### src/rtl/id_ex_hazard_stage.sv
// ID/EX pipeline register with load-use, multi-cycle and taken-branch hazard control.
// Also keeps a saturating count of the cycles in which ID is stalled.
module id_ex_hazard_stage #(
    parameter int REG_AW    = 5,
    parameter int MC_CYCLES = 4,
    parameter int CNT_W     = 16
) (
    input  logic              clk,
    input  logic              rst_n,
    input  logic              id_valid,
    input  logic [REG_AW-1:0] id_rs1,
    input  logic [REG_AW-1:0] id_rs2,
    input  logic [REG_AW-1:0] id_rd,
    input  logic              id_uses_rs1,
    input  logic              id_uses_rs2,
    input  logic              id_reg_write,
    input  logic              id_mem_read,
    input  logic              id_multicycle,
    input  logic              ex_branch_taken,
    output logic              stall_if,
    output logic              stall_id,
    output logic              flush_if_id,
    output logic              id_ex_valid,
    output logic [REG_AW-1:0] id_ex_rs1,
    output logic [REG_AW-1:0] id_ex_rs2,
    output logic [REG_AW-1:0] id_ex_rd,
    output logic              id_ex_reg_write,
    output logic              id_ex_mem_read,
    output logic              ex_busy,
    output logic [CNT_W-1:0]  stall_count
);

    typedef enum logic {RUN, MC_BUSY} state_t;

    localparam logic [3:0] MC_INIT = 4'(MC_CYCLES - 1);

    state_t            state_q, state_d;
    logic [3:0]        mc_cnt_q, mc_cnt_d;
    logic              valid_q, valid_d;
    logic [REG_AW-1:0] rs1_q, rs1_d;
    logic [REG_AW-1:0] rs2_q, rs2_d;
    logic [REG_AW-1:0] rd_q, rd_d;
    logic              rw_q, rw_d;
    logic              mr_q, mr_d;
    logic [CNT_W-1:0]  cnt_q, cnt_d;
    logic              load_use;

    assign load_use = id_valid && valid_q && mr_q && (rd_q != '0) &&
                      ((id_uses_rs1 && (id_rs1 == rd_q)) ||
                       (id_uses_rs2 && (id_rs2 == rd_q)));

    always_comb begin
        state_d     = state_q;
        mc_cnt_d    = mc_cnt_q;
        valid_d     = valid_q;
        rs1_d       = rs1_q;
        rs2_d       = rs2_q;
        rd_d        = rd_q;
        rw_d        = rw_q;
        mr_d        = mr_q;
        stall_if    = 1'b0;
        stall_id    = 1'b0;
        flush_if_id = 1'b0;
        case (state_q)
            RUN: begin
                if (ex_branch_taken || load_use) begin
                    // Flush takes priority; either way ID/EX receives a bubble
                    flush_if_id = ex_branch_taken;
                    stall_if    = !ex_branch_taken;
                    stall_id    = !ex_branch_taken;
                    valid_d     = 1'b0;
                    rs1_d       = '0;
                    rs2_d       = '0;
                    rd_d        = '0;
                    rw_d        = 1'b0;
                    mr_d        = 1'b0;
                end else begin
                    valid_d = id_valid;
                    rs1_d   = id_rs1;
                    rs2_d   = id_rs2;
                    rd_d    = id_rd;
                    rw_d    = id_valid && id_reg_write;
                    mr_d    = id_valid && id_mem_read;
                    if (id_valid && id_multicycle) begin
                        state_d  = MC_BUSY;
                        mc_cnt_d = MC_INIT;
                    end
                end
            end
            MC_BUSY: begin
                stall_if = 1'b1;
                stall_id = 1'b1;
                mc_cnt_d = mc_cnt_q - 4'd1;
                if (mc_cnt_q == 4'd1) state_d = RUN;
            end
            default: state_d = RUN;
        endcase
    end

    assign cnt_d = (stall_id && (cnt_q != '1)) ? cnt_q + CNT_W'(1) : cnt_q;

    always_ff @(posedge clk or negedge rst_n) begin
        if (!rst_n) begin
            state_q  <= RUN;
            mc_cnt_q <= '0;
            valid_q  <= 1'b0;
            rs1_q    <= '0;
            rs2_q    <= '0;
            rd_q     <= '0;
            rw_q     <= 1'b0;
            mr_q     <= 1'b0;
            cnt_q    <= '0;
        end else begin
            state_q  <= state_d;
            mc_cnt_q <= mc_cnt_d;
            valid_q  <= valid_d;
            rs1_q    <= rs1_d;
            rs2_q    <= rs2_d;
            rd_q     <= rd_d;
            rw_q     <= rw_d;
            mr_q     <= mr_d;
            cnt_q    <= cnt_d;
        end
    end

    assign id_ex_valid     = valid_q;
    assign id_ex_rs1       = rs1_q;
    assign id_ex_rs2       = rs2_q;
    assign id_ex_rd        = rd_q;
    assign id_ex_reg_write = rw_q;
    assign id_ex_mem_read  = mr_q;
    assign ex_busy         = (state_q == MC_BUSY);
    assign stall_count     = cnt_q;

endmodule

### config.mk
export PLATFORM = sky130hd
export DESIGN_NAME = id_ex_hazard_stage
export DESIGN_NICKNAME = d
export VERILOG_FILES = /design/src/rtl/id_ex_hazard_stage.sv
export SDC_FILE = /design/constraint.sdc
export NUM_CORES = 1
export LEC_CHECK = 0
export BUFFER_PORTS_ARGS = -buffer_cell sky130_fd_sc_hd__buf_4
export CAP_MARGIN = 20
export CORE_MARGIN = 8
export CORE_UTILIZATION = 45
export DETAILED_ROUTE_END_ITERATION = 16
export PLACE_DENSITY = 0.74
export SLEW_MARGIN = 20
export SYNTH_ARGS = -nofsm -noshare
export SYNTH_HDL_FRONTEND = slang
export SYNTH_SLANG_ARGS = --single-unit
### constraint.sdc
create_clock -name clk -period 2.2 [get_ports clk]
set_input_delay 0.11 -clock clk [delete_from_list [all_inputs] [get_ports clk]]
set_output_delay 0.11 -clock clk [all_outputs]
set_load 0.01 [all_outputs]
* Word-level counts from Yosys, hierarchy flattened *
Cells that the tools add are included.

storage, ports and cells
  output and inout port bits = 38
  memory bits (writable) = 0
  memories kept = 0
  latch bits = 0
  bits of input ports = 24
  bits in read-only memories = 0
  register bits = 39

operators by class
  reductions and logical operators = 15
  bitwise logic cells = 1
  equality and inequality tests = 6
  add/subtract/negate cells = 2
  $lt $le $gt $ge = 0
  $mul = 0
  shift-type cells = 0
  muxes and demuxes = 17
  div/mod/pow operators = 0

operators with widths
  cell                   number
  $add 16x1->16 const B  1
  $ne 16x16->1 const B   1
  $mux 5                 3
  $eq 5x5->1             2
  $logic_and 1x1->1      10
  $mux 1                 9
  $mux 4                 2
  $pmux 4 s2             1
  $reduce_bool 5->1      1
  $eq 4x1->1 const B     1
  $ne 2x2->1 const B     2
  $pmux 1 s2             2
  $sub 4x1->4 const B    1
  $logic_or 1x1->1       2
  $reduce_and 2->1       1
  $logic_not 1->1        1
  $not 1->1              1

* Logic depth before layout (Yosys ltp) *
Gate-level depths: netlist (run 1).

  depth after elaboration = 8
  mapped depth = 8
  mapped depth without buffers = 7

* Least setup slack after synthesis (run 1) *
Ideal clock, no wire load.

  kind = reg-to-reg
  start = register cnt_q[0], in the netlist stall_count[0]
  end = register cnt_q[3], in the netlist stall_count[3]
  setup slack = 0.418 ns
  setup time = 0.080 ns
  arrival time = 1.702 ns
  cell stages (with the launch flop) = 9
  buffers on the path = 1
  data required time = 2.120 ns
  cell sequence = dfrtp_1 -> ha_1 -> nand3_1 -> nor4_2 -> inv_1 -> a22o_2 -> buf_6 -> nand4_1 -> xnor2_1

between the ends
  word-level cells in the longest chain between the ends = 2

ends and longest elaborated chain
  what                                                                   line  source
  start: declaration                                                     45    logic [CNT_W-1:0] cnt_q, cnt_d;
  start signal: assignment                                               122   cnt_q <= cnt_d;
  parallel branches: the longest is 2 deep, another holds $add 16x1->16  n/a

Several ways; the timed one is not identified.
A chain may end at the register's enable or synchronous reset.

* Worst setup path after layout (run 1) *
  start = register rd_q[2], in the netlist id_ex_rd[2]
  end = register rs2_q[4], in the netlist id_ex_rs2[4]

between the ends
  word-level cells in the longest chain between the ends = 6

ends and longest elaborated chain
  what                                         line    source
  start: declaration                           42      logic [REG_AW-1:0] rd_q, rd_d;
  start signal: assignment                     119     rd_q <= rd_d;
  $eq 5x5->1, on equally long branches         49, 50
  $logic_and 1x1->1, on equally long branches  49, 50
  $logic_or 1x1->1                             49      ((id_uses_rs1 && (id_rs1 == rd_q)) ||
  $logic_and 1x1->1 *                          48      assign load_use = id_valid && valid_q && mr_q && (rd_q != '0) &&
  $logic_or 1x1->1 *                           66      if (ex_branch_taken || load_use) begin
  $mux 5 *                                     66
  end signal: assignment                       118     rs2_q <= rs2_d;
  end: declaration                             41      logic [REG_AW-1:0] rs2_q, rs2_d;

Every way passes the cells marked *; elsewhere a longest branch is shown, timed or not.

==> metrics.log, run 1 <==
INFO  metric result_of_the_run = finished clean
INFO  metric grt_pass1_vias = 1459
INFO  metric synth_most_common_cell = sky130_fd_sc_hd__dfrtp_1
INFO  metric first_pass_grt_wire_length = 7534 um
INFO  metric detailedPlacementHpwl = about 3500 um
INFO  metric primary_ff_master_synth = sky130_fd_sc_hd__dfrtp_1
INFO  metric io_pins = 62
INFO  metric power.static_leakage = 1.132 nW
INFO  metric synth_async_sr_flop_share = 100.0%
INFO  metric cts_sinks = 39
INFO  metric yosysTopAreaCellShare = around 54%
INFO  metric route.detailed.wl_per_inst = around 17 um
INFO  metric hold_path.class = input pin to flop
INFO  metric drc_errors = 0
INFO  metric clk-insertion-delay-late = around 0.29 ns
INFO  metric detail_route.iter0.violations = 74
INFO  metric fin_crit = approximately 2.1 ns
INFO  metric path_clk_slew = about 0.070 ns
INFO  metric path_class = flop to flop
INFO  metric route.antenna.remaining_nets = 0
INFO  metric cts_tree = yes
INFO  metric cts_htree_levels = 2
INFO  metric route.final.wire_length = 4769 um
INFO  metric gr-total-overflow = 0
INFO  metric syn-instance-count = 160
INFO  metric achievable-frequency = between 400 and 500 MHz
INFO  metric antenna_violations_before_repair = 0
INFO  metric setup_crit_end_kind = flop
INFO  metric post-cts-setup-buffers = 0
INFO  metric worstSetupStartpointType = flop
INFO  metric die_y = ~80 um
INFO  metric route.vias.total = roughly 1500
INFO  metric cts.path.max_buffers = 2
INFO  metric post_cts.resized_instances = 0
INFO  metric flow.area_growth_from_synthesis = 33.17%
INFO  metric floorplan.core_area = just under 4000 um2
INFO  metric final-hold-violation-count = 0
INFO  metric syn_avg_cell_area = approximately 11 um2
INFO  metric synth_area_leader_cell = sky130_fd_sc_hd__dfrtp_1
INFO  metric insertedDiodeCount = 0
INFO  metric port-buffer-count = between 60 and 70
INFO  metric yosysUniqueCellTypes = 34
INFO  metric fin_tns_setup = 0 ns
INFO  metric clock_tree_root_driver_cell = sky130_fd_sc_hd__clkbuf_8
INFO  metric worstMarginPinSlew = ~0.77 ns
INFO  metric drv.max_cap_violation_count = 0
INFO  metric share_of_final_layout_standard_cells_stronger_than_drive_strength_1 = about a third
INFO  metric grt_start_max_net_pins = 40
INFO  metric die-width = a little under 80 um
INFO  metric viasPerCell = 5.425
INFO  metric detailedRoute.firstPassIterationCount = 4
INFO  metric ir_worst_vdd = between 700 and 800 uV
INFO  metric synth.top_cells.by_area = sky130_fd_sc_hd__dfrtp_1 (54%), sky130_fd_sc_hd__xnor2_1 (11%), sky130_fd_sc_hd__a22o_1 (7.7%), sky130_fd_sc_hd__nand4_1 (3.8%), sky130_fd_sc_hd__ha_1 (2.1%)
INFO  metric slew-limit-headroom = ~48%
INFO  metric yosys_synthesis_warning_count = 0
INFO  metric final.period_utilization = approximately 95%
INFO  metric maximum_fanout_along_the_worst_path = 11
INFO  metric finalSetupViolations = 0
INFO  metric worst_hold_slack = between 0.03 and 0.04 ns
INFO  metric global_route.usage.total = around 15%
INFO  metric cts_buffers = 5
INFO  metric critical_path_required = 2.42 ns
INFO  metric synth_edf_count = 0
INFO  metric critPathArrivalTime = about 2.3 ns
INFO  metric postSynthRegisterBits = 39
INFO  metric clock_skew = 0.007019 ns
INFO  metric power.density_cell_area = between 1000 and 1500 nW/um2
INFO  metric final-max-slew-violation-count = 0
INFO  metric ys_top_cells_by_count = sky130_fd_sc_hd__dfrtp_1 (39), sky130_fd_sc_hd__xnor2_1 (23), sky130_fd_sc_hd__a22o_1 (16)
INFO  metric grt_setup_unrepaired = false
INFO  metric finalWeightedCongestion = roughly 0.84
INFO  metric synth.yosys.seq_area_share = between 50% and 60%
INFO  metric die_area = about 6300 um2
INFO  metric core.rowCount = 23
INFO  metric synth.net_count = roughly 190
INFO  metric final_nets = ~250
INFO  metric postCtsHoldBufs = 1
INFO  metric initial_core_util = between 40% and 50%
INFO  metric mappedNetlistArea = 1818 um2
[cell families (layout without fill, tap and decap cells)]
family	Yosys count	after routing	synth area share [%]
fa+ha+maj	3	3	2.065
simple gates	45	45	13.63
compound gates	31	31	13.56
xor+xnor	25	25	12.04
buf+inv	15	80	3.854
flops	39	39	53.68
mux	2	2	1.170
[layout by cell type (no fill, tap or decap), types with 2 or more instances in the layout]
cell | Yosys | layout
sky130_fd_sc_hd__a21oi_1 | 4 | 4
sky130_fd_sc_hd__a22o_1 | 16 | 16
sky130_fd_sc_hd__a31oi_1 | 4 | 4
sky130_fd_sc_hd__a32o_1 | 2 | 2
sky130_fd_sc_hd__and3_1 | 2 | 2
sky130_fd_sc_hd__buf_4 | 1 | 63
sky130_fd_sc_hd__clkbuf_1 | 4 | 2
sky130_fd_sc_hd__clkbuf_8 | 0 | 5
sky130_fd_sc_hd__dfrtp_1 | 39 | 39
sky130_fd_sc_hd__ha_1 | 3 | 3
sky130_fd_sc_hd__inv_1 | 7 | 7
sky130_fd_sc_hd__nand2_1 | 8 | 8
sky130_fd_sc_hd__nand3_1 | 7 | 7
sky130_fd_sc_hd__nand4_1 | 11 | 11
sky130_fd_sc_hd__nor2_1 | 7 | 7
sky130_fd_sc_hd__nor3_1 | 2 | 2
sky130_fd_sc_hd__xnor2_1 | 23 | 23
sky130_fd_sc_hd__xor2_1 | 2 | 2
[worst max-delay path, stage by stage (launching register included)]
cell	delay (ns)
sky130_fd_sc_hd__dfrtp_1	0.46
sky130_fd_sc_hd__xnor2_1	0.17
sky130_fd_sc_hd__nand4_1	0.10
sky130_fd_sc_hd__o22ai_1	0.11
sky130_fd_sc_hd__a21oi_1	0.19
sky130_fd_sc_hd__nor2b_1	0.66
sky130_fd_sc_hd__buf_12	0.21
sky130_fd_sc_hd__a22o_1	0.13
[state kept, by name (all words and copies together), names as in the netlist]
name,count
stall_count,16
id_ex_mem_read,1
id_ex_reg_write,1
ex_busy,1
id_ex_rs1,5
id_ex_rs2,5
id_ex_valid,1
id_ex_rd,5
mc_cnt_q,4
[per-layer routing]
metal  track usage, %  vias up  wire (um)
li1                 -      709          -
met1            18.84      751       2071
met2            24.86       28       2502
met3            2.815        4        129
met4            6.667        0         65
met5                0        -          0
[worst paths after layout]
check                                      from         endpoint  slack, ns  cells past startpoint
worst max-delay path                id_ex_rd[2]     id_ex_rs2[4]       0.11                      7
worst min-delay path                   id_rd[2]      id_ex_rd[2]       0.03                      2
worst max register to register      id_ex_rd[2]     id_ex_rs2[4]       0.11                      7
worst min register to register  id_ex_reg_write  id_ex_reg_write       0.50                      1
max in group asynchronous                 rst_n      mc_cnt_q[2]       1.49                      2
min in group asynchronous                 rst_n     id_ex_rs2[3]       0.36                      2
[where the power goes]
part | switching [mW] | internal (mW) | leakage, nW
clock | 0.234 | 0.222 | 0.0422
combinational | 0.607 | 0.714 | 0.585
sequential | 0.297 | 0.984 | 0.504
total | 1.14 | 1.92 | 1.13
[cell type report]
type | instances | area (um2)
clock inverters | 1 | 5.005
well taps | 50 | 62.56
multi-input cells | 106 | 772.0
flip-flops and latches | 39 | 975.9
clock buffers | 7 | 76.32
inverters | 7 | 26.28
fillers | 337 | 1521
repair buffers | 65 | 503.0
[per-stage QoR]
stage / util (%) / power, mW / instance area (um2) / std cells / setup slack, ns
floorplan: - / 1.996 / 1818 / 160 / 0.4180
global placement: 59.09 / 2.590 / 2330 / 266 / 0.2337
detailed placement: 59.09 / 2.624 / 2330 / 266 / 0.1339
CTS: 61.41 / 3.093 / 2421 / 275 / 0.1152
global route: 61.41 / 3.237 / 2421 / 275 / 0.01675
finish: 61.41 / 3.058 / 2421 / 275 / 0.1148
(Power assumes the default switching activity.)
==> inputs of run 2 (changes only) <==
Settings changed: BUFFER_PORTS_ARGS -buffer_cell sky130_fd_sc_hd__buf_4 to -buffer_cell sky130_fd_sc_hd__clkbuf_2.
==> metrics.log, run 2 (synthesis results as in run 1) <==
INFO  metric grt_setup_unrepaired = false (unchanged)
INFO  metric gr-total-overflow = 0 (unchanged)
INFO  metric clock_tree_root_driver_cell = sky130_fd_sc_hd__clkbuf_8 (unchanged)
INFO  metric drv.max_cap_violation_count = 0 (unchanged)
INFO  metric floorplan.core_area = 3943 um2 (unchanged)
INFO  metric path_clk_slew = 0.08 ns (was 0.07 ns)
INFO  metric insertedDiodeCount = 0 (unchanged)
INFO  metric max_stage_delay = 0.44 ns (was 0.66 ns)
INFO  metric final_nets = 254 (was 251)
INFO  metric clock_skew = 0.007956 ns (was 0.007019 ns)
INFO  metric route.antenna.remaining_nets = 0 (unchanged)
INFO  metric drc_errors = 0 (unchanged)
INFO  metric finalWeightedCongestion = 0.7969 (was 0.8430)
INFO  metric route.vias.total = 1496 (was 1492)
INFO  metric route.detailed.wl_per_inst = 16.65 um (was 17.34 um)
INFO  metric final.period_utilization = 90.56% (was 94.78%)
INFO  metric first_pass_grt_wire_length = 7645 um (was 7534 um)
INFO  metric regArea = 975.9 um2 (unchanged)
INFO  metric ir_worst_vdd = 810.7 uV (was 762.4 uV)
INFO  metric largest_register_ff_count = 16 (unchanged)
INFO  metric worst_path_max_delay_cell = sky130_fd_sc_hd__dfrtp_1 (was sky130_fd_sc_hd__nor2b_1)
INFO  metric path_class = flop to flop (unchanged)
INFO  metric num-fill-cells = 310 (was 337)
INFO  metric grt_start_max_net_pins = 40 (unchanged)
INFO  metric multi_input_area = 774.5 um2 (was 772.0 um2)
INFO  metric die_area = 6330 um2 (unchanged)
INFO  metric layout_common_cells = sky130_fd_sc_hd__clkbuf_2 (61), sky130_fd_sc_hd__dfrtp_1 (39), sky130_fd_sc_hd__xnor2_1 (23) (was sky130_fd_sc_hd__buf_4 (63), sky130_fd_sc_hd__dfrtp_1 (39), sky130_fd_sc_hd__xnor2_1 (23))
INFO  metric grt_pass1_vias = 1533 (was 1459)
INFO  metric crit_buf_inv = 1 (unchanged)
INFO  metric io_pins = 62 (unchanged)
INFO  metric detailedPlacementHpwl = 3433 um (was 3518 um)
INFO  metric finalCoreUtilization = 59.09% (was 61.41%)
INFO  metric share_of_final_layout_standard_cells_stronger_than_drive_strength_1 = 35.53% (was 33.33%)
INFO  metric final-hold-violation-count = 0 (unchanged)
INFO  metric power.density_cell_area = 1326 nW/um2 (was 1263 nW/um2)
INFO  metric cts_tree = yes (unchanged)
INFO  metric cts_sinks = 39 (unchanged)
INFO  metric flow.area_growth_from_synthesis = 28.15% (was 33.17%)
INFO  metric crit_chain = ha_1 > nand3_1 > nor4_2 > inv_1 > a22o_2 > mux2_2 (was xnor2_1 > nand4_1 > o22ai_1 > a21oi_1 > nor2b_1 > buf_12 > a22o_1)
INFO  metric worstMarginPinSlew = 0.9649 ns (was 0.7716 ns)
INFO  metric fin_crit = 1.992 ns (was 2.085 ns)
INFO  metric maximum_fanout_along_the_worst_path = 14 (was 11)
INFO  metric cts_htree_levels = 2 (unchanged)
INFO  metric antenna_violations_before_repair = 0 (unchanged)
INFO  metric core.rowCount = 23 (unchanged)
INFO  metric viasPerCell = 5.381 (was 5.425)
INFO  metric cts.path.max_buffers = 2 (unchanged)
INFO  metric setup_crit_end_kind = flop (unchanged)
INFO  metric detailedRoute.firstPassIterationCount = 4 (unchanged)
INFO  metric port-buffer-count = 61 (unchanged)
INFO  metric die-width = 79.56 um (unchanged)
INFO  metric layout.cells.most_common = sky130_fd_sc_hd__clkbuf_2 (was sky130_fd_sc_hd__buf_4)
INFO  metric power.static_leakage = 1.124 nW (was 1.132 nW)
INFO  metric slew-limit-headroom = 35.67% (was 48.45%)
INFO  metric regToRegSetupSlack = 0.21 ns (was 0.11 ns)
INFO  metric critPathArrivalTime = 2.17 ns (was 2.31 ns)
INFO  metric result_of_the_run = finished clean (unchanged)
INFO  metric route.final.wire_length = 4628 um (was 4769 um)
INFO  metric global_route.usage.total = 15.21% (was 15.13%)
INFO  metric final-max-slew-violation-count = 0 (unchanged)
INFO  metric fin_tns_setup = 0 ns (unchanged)
INFO  metric timing.critical_path.max_delay_family = simple AND/OR/NAND/NOR gates (unchanged)
INFO  metric hold_path.class = input pin to flop (unchanged)
INFO  metric worst_hold_slack = 0.02806 ns (was 0.03422 ns)
INFO  metric initial_core_util = 46.11% (unchanged)
INFO  metric cts_buffers = 5 (unchanged)
INFO  metric detail_route.iter0.violations = 118 (was 74)
INFO  metric critical_path_required = 2.38 ns (was 2.42 ns)
INFO  metric clk-insertion-delay-late = 0.29 ns (about the same)
INFO  metric worstSetupStartpointType = flop (unchanged)
INFO  metric post-cts-setup-buffers = 0 (unchanged)
INFO  metric die_y = 79.56 um (unchanged)
INFO  metric finalSetupViolations = 0 (unchanged)
INFO  metric achievable-frequency = 501.9 MHz (was 479.6 MHz)
==> run 2: stage by stage <==
stage / setup slack, ns / power [mW] / cells / instance area, um2
2_1_floorplan: 0.4180 / 1.996 / 160 / 1818
3_3_place_gp: 0.2217 / 2.465 / 269 / 2200
3_5_place_dp: 0.1349 / 2.485 / 269 / 2200
4_1_cts: 0.09172 / 3.117 / 278 / 2327
5_1_grt: 0.06246 / 3.309 / 278 / 2330
6_report: 0.2077 / 3.090 / 278 / 2330
==> run 2: what timing repair did <==
action / CTS / global route
hold buffers: 1 / 0
setup endpoints to repair: 0 / 11
resized for setup: 0 / 1
hold endpoints to repair: 39 / 0
==> run 2: worst paths after layout <==
check	start	to	cells after the start
worst max-delay path	stall_count[0]	stall_count[1]	6
worst min-delay path	id_rd[1]	id_ex_rd[1]	2
worst max register to register	stall_count[0]	stall_count[1]	6
worst min register to register	id_ex_reg_write	id_ex_reg_write	1
max in group asynchronous	rst_n	stall_count[9]	2
min in group asynchronous	rst_n	id_ex_rd[4]	2
==> run 2: final cells by class <==
| cell class | count | area share [%] |
|---|---|---|
| flip-flops and latches | 39 | 41.89 |
| multi-input cells | 106 | 33.24 |
| clock inverters | 2 | 1.504 |
| well taps | 50 | 2.685 |
| repair buffers | 68 | 16.00 |
| clock buffers | 6 | 3.545 |
| inverters | 7 | 1.128 |
==> run 2: worst register-to-register path: stages (launching register included) <==
cell                      delay, ns
sky130_fd_sc_hd__dfrtp_1       0.44
sky130_fd_sc_hd__ha_1          0.22
sky130_fd_sc_hd__nand3_1       0.11
sky130_fd_sc_hd__nor4_2        0.35
sky130_fd_sc_hd__inv_1         0.08
sky130_fd_sc_hd__a22o_2        0.38
sky130_fd_sc_hd__mux2_2        0.30
==> run 2: metal layers <==
layer  wire length, um  global-route usage, %  vias to the layer above  share of wire, %
met5                 0                      0                        -                 0
met4                68                  5.926                        0               1.5
met3               178                  3.604                        7               3.8
met2              2378                  24.29                       40                51
met1              2002                  19.34                      732                43
li1                  -                      -                      717                 -
==> run 2: report_power, final <==
part / internal [mW] / leakage (nW) / switching, mW
Sequential: 0.983 / 0.504 / 0.281
Clock: 0.367 / 0.0612 / 0.254
Combinational: 0.595 / 0.559 / 0.610
Total: 1.95 / 1.12 / 1.14
